<file path="config.mk">
export PLATFORM = sky130hd
export DESIGN_NAME = rv64i_instr_encoder
export DESIGN_NICKNAME = d
export VERILOG_FILES = /design/src/rtl/rv64i_instr_encoder.sv
export SDC_FILE = /design/constraint.sdc
export NUM_CORES = 1
export LEC_CHECK = 0
export ABC_AREA = 1
export CAP_MARGIN = 25
export CORE_ASPECT_RATIO = 0.8
export CORE_MARGIN = 1
export CORE_UTILIZATION = 35
export DETAILED_ROUTE_END_ITERATION = 10
export MAX_ROUTING_LAYER = met4
export PLACE_DENSITY_LB_ADDON = 0.25
export SYNTH_ARGS = -nofsm -noshare
export SYNTH_HDL_FRONTEND = slang
export SYNTH_SLANG_ARGS = --single-unit
</file>
<file path="constraint.sdc">
create_clock -name clk -period 3.7 [get_ports clk]
set_input_delay 1.11 -clock clk [delete_from_list [all_inputs] [get_ports clk]]
set_output_delay 1.11 -clock clk [all_outputs]
set_load 0.01 [all_outputs]
</file>
<file path="src/rtl/rv64i_instr_encoder.sv">
// RV64I instruction encoder: mnemonic-level request in, 32-bit instruction word out.
// Requests are encoded combinationally, then registered into a 2-entry output FIFO.
module rv64i_instr_encoder #(
  parameter int FIFO_DEPTH = 2,
  parameter int ERR_CNT_W  = 8
) (
  input  logic                 clk,
  input  logic                 rst_n,
  input  logic                 in_valid,
  output logic                 in_ready,
  input  logic [5:0]           op_sel,
  input  logic [4:0]           rd,
  input  logic [4:0]           rs1,
  input  logic [4:0]           rs2,
  input  logic [31:0]          imm,
  output logic                 out_valid,
  input  logic                 out_ready,
  output logic [31:0]          out_instr,
  output logic                 out_illegal,
  output logic [ERR_CNT_W-1:0] err_count
);

  // Handshake: a transfer happens on a rising edge where valid && ready are both high;
  // in_ready depends only on the registered FIFO count, never on out_ready.

  localparam logic [6:0] OPC_LOAD   = 7'b0000011;
  localparam logic [6:0] OPC_OPIMM  = 7'b0010011;
  localparam logic [6:0] OPC_OPIMMW = 7'b0011011;
  localparam logic [6:0] OPC_OP     = 7'b0110011;
  localparam logic [6:0] OPC_OPW    = 7'b0111011;
  localparam logic [6:0] OPC_STORE  = 7'b0100011;
  localparam logic [6:0] OPC_BRANCH = 7'b1100011;
  localparam logic [6:0] OPC_JAL    = 7'b1101111;
  localparam logic [6:0] OPC_JALR   = 7'b1100111;
  localparam logic [6:0] OPC_LUI    = 7'b0110111;
  localparam logic [6:0] OPC_AUIPC  = 7'b0010111;
  localparam logic [31:0] NOP_WORD  = 32'h0000_0013;

  localparam logic [2:0] FMT_R    = 3'd0;
  localparam logic [2:0] FMT_I    = 3'd1;
  localparam logic [2:0] FMT_S    = 3'd2;
  localparam logic [2:0] FMT_B    = 3'd3;
  localparam logic [2:0] FMT_U    = 3'd4;
  localparam logic [2:0] FMT_J    = 3'd5;
  localparam logic [2:0] FMT_SH64 = 3'd6;
  localparam logic [2:0] FMT_SHW  = 3'd7;

  logic [2:0]  fmt;
  logic [6:0]  opc;
  logic [2:0]  f3;
  logic [6:0]  f7;
  logic        op_ok;

  always_comb begin
    fmt   = FMT_R;
    opc   = 7'd0;
    f3    = 3'd0;
    f7    = 7'd0;
    op_ok = 1'b1;
    case (op_sel)
      6'd0:  {fmt, opc, f3} = {FMT_I, OPC_LOAD, 3'd0};
      6'd1:  {fmt, opc, f3} = {FMT_I, OPC_LOAD, 3'd1};
      6'd2:  {fmt, opc, f3} = {FMT_I, OPC_LOAD, 3'd2};
      6'd3:  {fmt, opc, f3} = {FMT_I, OPC_LOAD, 3'd3};
      6'd4:  {fmt, opc, f3} = {FMT_I, OPC_LOAD, 3'd4};
      6'd5:  {fmt, opc, f3} = {FMT_I, OPC_LOAD, 3'd5};
      6'd6:  {fmt, opc, f3} = {FMT_I, OPC_LOAD, 3'd6};
      6'd7:  {fmt, opc, f3} = {FMT_I, OPC_OPIMM, 3'd0};
      6'd8:  {fmt, opc, f3} = {FMT_I, OPC_OPIMM, 3'd2};
      6'd9:  {fmt, opc, f3} = {FMT_I, OPC_OPIMM, 3'd3};
      6'd10: {fmt, opc, f3} = {FMT_I, OPC_OPIMM, 3'd4};
      6'd11: {fmt, opc, f3} = {FMT_I, OPC_OPIMM, 3'd6};
      6'd12: {fmt, opc, f3} = {FMT_I, OPC_OPIMM, 3'd7};
      6'd13: {fmt, opc, f3, f7} = {FMT_SH64, OPC_OPIMM, 3'd1, 7'h00};
      6'd14: {fmt, opc, f3, f7} = {FMT_SH64, OPC_OPIMM, 3'd5, 7'h00};
      6'd15: {fmt, opc, f3, f7} = {FMT_SH64, OPC_OPIMM, 3'd5, 7'h20};
      6'd16: {fmt, opc, f3} = {FMT_I, OPC_OPIMMW, 3'd0};
      6'd17: {fmt, opc, f3, f7} = {FMT_SHW, OPC_OPIMMW, 3'd1, 7'h00};
      6'd18: {fmt, opc, f3, f7} = {FMT_SHW, OPC_OPIMMW, 3'd5, 7'h00};
      6'd19: {fmt, opc, f3, f7} = {FMT_SHW, OPC_OPIMMW, 3'd5, 7'h20};
      6'd20: {fmt, opc, f3, f7} = {FMT_R, OPC_OP, 3'd0, 7'h00};
      6'd21: {fmt, opc, f3, f7} = {FMT_R, OPC_OP, 3'd0, 7'h20};
      6'd22: {fmt, opc, f3, f7} = {FMT_R, OPC_OP, 3'd1, 7'h00};
      6'd23: {fmt, opc, f3, f7} = {FMT_R, OPC_OP, 3'd2, 7'h00};
      6'd24: {fmt, opc, f3, f7} = {FMT_R, OPC_OP, 3'd3, 7'h00};
      6'd25: {fmt, opc, f3, f7} = {FMT_R, OPC_OP, 3'd4, 7'h00};
      6'd26: {fmt, opc, f3, f7} = {FMT_R, OPC_OP, 3'd5, 7'h00};
      6'd27: {fmt, opc, f3, f7} = {FMT_R, OPC_OP, 3'd5, 7'h20};
      6'd28: {fmt, opc, f3, f7} = {FMT_R, OPC_OP, 3'd6, 7'h00};
      6'd29: {fmt, opc, f3, f7} = {FMT_R, OPC_OP, 3'd7, 7'h00};
      6'd30: {fmt, opc, f3} = {FMT_S, OPC_STORE, 3'd0};
      6'd31: {fmt, opc, f3} = {FMT_S, OPC_STORE, 3'd1};
      6'd32: {fmt, opc, f3} = {FMT_S, OPC_STORE, 3'd2};
      6'd33: {fmt, opc, f3} = {FMT_S, OPC_STORE, 3'd3};
      6'd34: {fmt, opc, f3} = {FMT_B, OPC_BRANCH, 3'd0};
      6'd35: {fmt, opc, f3} = {FMT_B, OPC_BRANCH, 3'd1};
      6'd36: {fmt, opc, f3} = {FMT_B, OPC_BRANCH, 3'd4};
      6'd37: {fmt, opc, f3} = {FMT_B, OPC_BRANCH, 3'd5};
      6'd38: {fmt, opc, f3} = {FMT_B, OPC_BRANCH, 3'd6};
      6'd39: {fmt, opc, f3} = {FMT_B, OPC_BRANCH, 3'd7};
      6'd40: {fmt, opc} = {FMT_J, OPC_JAL};
      6'd41: {fmt, opc, f3} = {FMT_I, OPC_JALR, 3'd0};
      6'd42: {fmt, opc, f3, f7} = {FMT_R, OPC_OPW, 3'd0, 7'h00};
      6'd43: {fmt, opc, f3, f7} = {FMT_R, OPC_OPW, 3'd0, 7'h20};
      6'd44: {fmt, opc, f3, f7} = {FMT_R, OPC_OPW, 3'd1, 7'h00};
      6'd45: {fmt, opc, f3, f7} = {FMT_R, OPC_OPW, 3'd5, 7'h00};
      6'd46: {fmt, opc, f3, f7} = {FMT_R, OPC_OPW, 3'd5, 7'h20};
      6'd47: {fmt, opc} = {FMT_U, OPC_LUI};
      6'd48: {fmt, opc} = {FMT_U, OPC_AUIPC};
      default: op_ok = 1'b0;
    endcase
  end

  // Range checks: the immediate must be a sign extension of its encodable field.
  logic fits12, fits13, fits21;
  assign fits12 = (imm[31:11] == '0) || (imm[31:11] == '1);
  assign fits13 = (imm[31:12] == '0) || (imm[31:12] == '1);
  assign fits21 = (imm[31:20] == '0) || (imm[31:20] == '1);

  logic        imm_ok;
  logic [31:0] enc_word;

  always_comb begin
    imm_ok   = 1'b1;
    enc_word = '0;
    case (fmt)
      FMT_R:    enc_word = {f7, rs2, rs1, f3, rd, opc};
      FMT_I: begin
        imm_ok   = fits12;
        enc_word = {imm[11:0], rs1, f3, rd, opc};
      end
      FMT_S: begin
        imm_ok   = fits12;
        enc_word = {imm[11:5], rs2, rs1, f3, imm[4:0], opc};
      end
      FMT_B: begin
        imm_ok   = fits13 && !imm[0];
        enc_word = {imm[12], imm[10:5], rs2, rs1, f3, imm[4:1], imm[11], opc};
      end
      FMT_U: begin
        imm_ok   = (imm[31:20] == '0);
        enc_word = {imm[19:0], rd, opc};
      end
      FMT_J: begin
        imm_ok   = fits21 && !imm[0];
        enc_word = {imm[20], imm[10:1], imm[11], imm[19:12], rd, opc};
      end
      FMT_SH64: begin
        imm_ok   = (imm[31:6] == '0);
        enc_word = {f7[6:1], imm[5:0], rs1, f3, rd, opc};
      end
      default: begin
        imm_ok   = (imm[31:5] == '0);
        enc_word = {f7, imm[4:0], rs1, f3, rd, opc};
      end
    endcase
  end

  logic        enc_illegal;
  logic [32:0] enc_entry;
  assign enc_illegal = !(op_ok && imm_ok);
  assign enc_entry   = enc_illegal ? {1'b1, NOP_WORD} : {1'b0, enc_word};

  // Output FIFO: two slots, {illegal, instr} per entry.
  logic [32:0]          mem0_q, mem0_d, mem1_q, mem1_d;
  logic                 rd_ptr_q, rd_ptr_d, wr_ptr_q, wr_ptr_d;
  logic [1:0]           count_q, count_d;
  logic [ERR_CNT_W-1:0] err_q, err_d;
  logic                 push, pop;
  logic [32:0]          head;

  assign in_ready  = (32'(count_q) < FIFO_DEPTH);
  assign out_valid = (count_q != 2'd0);
  assign push      = in_valid && in_ready;
  assign pop       = out_valid && out_ready;

  always_comb begin
    mem0_d   = mem0_q;
    mem1_d   = mem1_q;
    rd_ptr_d = rd_ptr_q;
    wr_ptr_d = wr_ptr_q;
    count_d  = count_q;
    err_d    = err_q;
    if (push) begin
      if (wr_ptr_q) mem1_d = enc_entry;
      else          mem0_d = enc_entry;
      wr_ptr_d = !wr_ptr_q;
      if (enc_illegal && !(&err_q)) err_d = err_q + {{(ERR_CNT_W-1){1'b0}}, 1'b1};
    end
    if (pop) rd_ptr_d = !rd_ptr_q;
    case ({push, pop})
      2'b10:   count_d = count_q + 2'd1;
      2'b01:   count_d = count_q - 2'd1;
      default: count_d = count_q;
    endcase
  end

  always_ff @(posedge clk or negedge rst_n) begin
    if (!rst_n) begin
      mem0_q   <= '0;
      mem1_q   <= '0;
      rd_ptr_q <= 1'b0;
      wr_ptr_q <= 1'b0;
      count_q  <= 2'd0;
      err_q    <= '0;
    end else begin
      mem0_q   <= mem0_d;
      mem1_q   <= mem1_d;
      rd_ptr_q <= rd_ptr_d;
      wr_ptr_q <= wr_ptr_d;
      count_q  <= count_d;
      err_q    <= err_d;
    end
  end

  assign head        = rd_ptr_q ? mem1_q : mem0_q;
  assign out_instr   = head[31:0];
  assign out_illegal = head[32];
  assign err_count   = err_q;

endmodule

</file>
==> results.md <==
* Status: complete, but fails checks
* Boundary pin count at 100
* First-pass GRT wire length at 27,700 microns
* P_leak at 3.50 nW
* Max Slew Vio Count at 0
* CTS Buf Count at 9
* Bufs on Longest Clock Path at 2
* Antenna viol nets, final at 0
* Worst relative slew slack at 0.619
* GRT Total Usage at 0.237
* Gp weighted congestion at 1.02
* Area grow syn2layout at 33.8%
* Syn_nets at 845
* Largest net degree at the start of global routing at 77
* Placed Cells at 1,084
* Vias/cell at 5.07
* Clock Pin Slew Worst Setup and Hold Paths at 0.06 ns
* Worst-skew pair later-pin latency at 0.34 ns
* Initial antenna violation count at 0
* WP data required at 3.98 ns
* Synth unique cells at 45
* Die ar. at 15,500 sq um
* Clock skew at 0.00509 ns
* Setup-failing EPs final at 0
* Share of cells above drive strength 1 at 0.116
* RSZ-0062 raised after global routing: no
* HP Class: reg -> reg
* Met2 Wirelength at 7040 microns
* Maximum VDD drop at 0.000310 V
* Hold_buf cts at 0
* Nets at 971
* Mapped cell area at 5250 sq um
* Flop2flop setup slack at 1.61 ns
* YS warnings at 0
* PwrDens at 560 nW/um^2
* Worst EP arrival at 3.65 ns
* H-tree levels at 3
* Average wire per standard cell at 15.5 microns
* Vias at 5,570
* Worst setup SP type: primary input
* Initial Util at 0.363
* Final HPWL DP at 13,000 microns
* Hold Crit Depth at 2
* CP Class: in -> reg
* Antenna diode count at 0
* First-pass DRT Iterations at 10
* Layout Utilization at 0.486
* Commonest register cell after synthesis: dfrtp_1
* Die Ht at 112 microns
* Post-synth EDFFs at 0
* Reg2Reg Depth at 11
* Mapped Cells at 786
* Critical Path End Type: flip-flop
* Min-delay src: mem0_q[1]
* Input/output buffers at 99
* Clk sink count at 76
* CTS resizes at 0
* Register area share after synthesis at 0.362
* FF-to-FF Start: err_count[0]
* DRC violation count after routing at 2
* Worst hold endpoint: mem0_q[1]
* Critical Path Fanout Max at 9
* Setup TNS at 0 ns
* FILL cells at 1,498
* Non-filler cells, final at 1,099
* Async set or reset register ratio after synthesis at 1.00
* TritonCTS clock tree: built
* Vias in the first global route at 5,210
* Dpl cell area at 6700 sq um
* Yosys reg bits at 76
* Wire length on met3 at 1060 microns
* FP Rows at 39
* Iteration-0 DRC count of the detailed router at 494
* Root buffer cell: clkbuf_16
* Tcrit/Tclk final at 0.910
* Max-Cap Viols at 0
* Grt ovf at 0
* FMAX at 0.297 GHz
* Core region area at 14,400 sq um
* Top Metal Used: met4
* Failing checks: DRC
* Tmin final at 3.37 ns
* Reg2reg end: err_count[4]
* Post-Route M1 WL at 8500 microns
* Syn avg cell area at 6.68 sq um
* Die X at 139 microns
* Worst Tran Pin Value at 0.571 ns
* # Post-CTS Setup Buffers at 0
* Design Area, Final at 7020 sq um
* Final hold violations at 0
* Total Wirelength at 17,000 microns
[cells in the mapped netlist (3+ instances only)]
master	count	area, sq um
mux2i_1	8	80.1
a21oi_1	6	30.0
clkinv_1	3	11.3
nor2_4	3	33.8
o21ai_1	4	20.0
a21boi_0	5	37.5
a22oi_1	7	52.6
nor3_2	3	30.0
nand3_1	56	280
nand2_1	305	1140
buf_4	5	37.5
nor2_1	42	158
clkbuf_1	16	60.1
nor2_2	14	87.6
nor3_1	22	110
a211oi_1	4	30.0
inv_2	12	45.0
dfrtp_1	76	1900
inv_1	68	255
xor2_1	6	52.6
nand4_1	32	200
buf_2	8	40.0
o21ai_0	50	250
[logic make-up after synthesis]
logic type      share of synthesized area
mux                                0.0153
flops                               0.362
compound gates                     0.0970
simple gates                        0.417
xor+xnor                           0.0134
fa+ha+maj                         0.00477
buf+inv                            0.0899
[worst max-delay path, cell delays in order]
cell and delay (ns):
clkdlybuf4s50_1 0.54, inv_1 0.10, nor2_2 0.38, inv_2 0.15
nor2_2 0.22, buf_4 0.21, nor3_2 0.08, nor2_1 0.12
inv_1 0.14, o21ai_0 0.27, inv_1 0.09, nor2_2 0.12
nand2_1 0.05, nand2_1 0.07
[report_power, final]
group,switching (mW),total [mW],internal [mW]
Sequential,0.172,1.32,1.15
Combinational,0.960,1.75,0.786
Clock,0.338,0.871,0.532
[area by class of cell]
class                           count  area, sq um  area share
Tap cell                          184          230      0.0328
Timing Repair Buffer              146         1410       0.201
Inverter                           83          312      0.0444
Clock buffer                       10          239      0.0340
Sequential cell                    76         1900       0.271
Multi-Input combinational cell    596         2870       0.409
Clock inverter                      4         51.3     0.00731
[cell usage in the layout (no fill, tap or decap), types with 3 or more instances in the layout]
master / n
xor2_1: 6
a22oi_1: 7
dfrtp_1: 76
nor2_4: 3
buf_12: 4
nor3_2: 3
buf_4: 43
clkinv_1: 3
clkdlybuf4s50_1: 98
nor2_1: 42
nand3_1: 56
nand4_1: 32
inv_1: 68
a21boi_0: 5
nor2_2: 14
inv_2: 12
clkbuf_16: 9
o21ai_0: 50
nor3_1: 22
nand2_1: 305
mux2i_1: 8
o21ai_1: 4
a21oi_1: 6
a211oi_1: 4
[worst max-delay path by stage]
stage | start | to | slack (ns) | depth (start not counted)
2_1_floorplan | op_sel[1] | err_count[2] | 0.86 | 14
3_3_place_gp | op_sel[5] | mem1_q[10] | -0.02 | 14
3_5_place_dp | op_sel[1] | err_count[4] | 0.02 | 14
4_1_cts | op_sel[1] | err_count[4] | 0.39 | 14
5_1_grt | op_sel[5] | mem0_q[10] | 0.12 | 14
6_report | op_sel[5] | mem1_q[10] | 0.33 | 14
[through the flow]
step	total power [mW]	setup WS (ns)	hold slack (ns)
floorplan	2.25	0.860	0.419
global placement	3.05	-0.0174	0.435
CTS	3.96	0.391	0.455
finish	3.93	0.333	0.446
global route	4.22	0.118	0.485
detailed placement	3.07	0.0204	0.439
[registers in the layout, indices dropped and copies added (netlist names)]
name and flops:
rd_ptr_q 1, wr_ptr_q 1, count_q 2, mem1_q 32, mem0_q 32, err_count 8
[metal layers]
metal / track usage / vias up
met5: - / -
li1: - / 2808
met3: 0.0452 / 24
met4: 0.0674 / 0
met2: 0.334 / 222
met1: 0.341 / 2516
No activity file was read; power rests on OpenSTA's default activity.
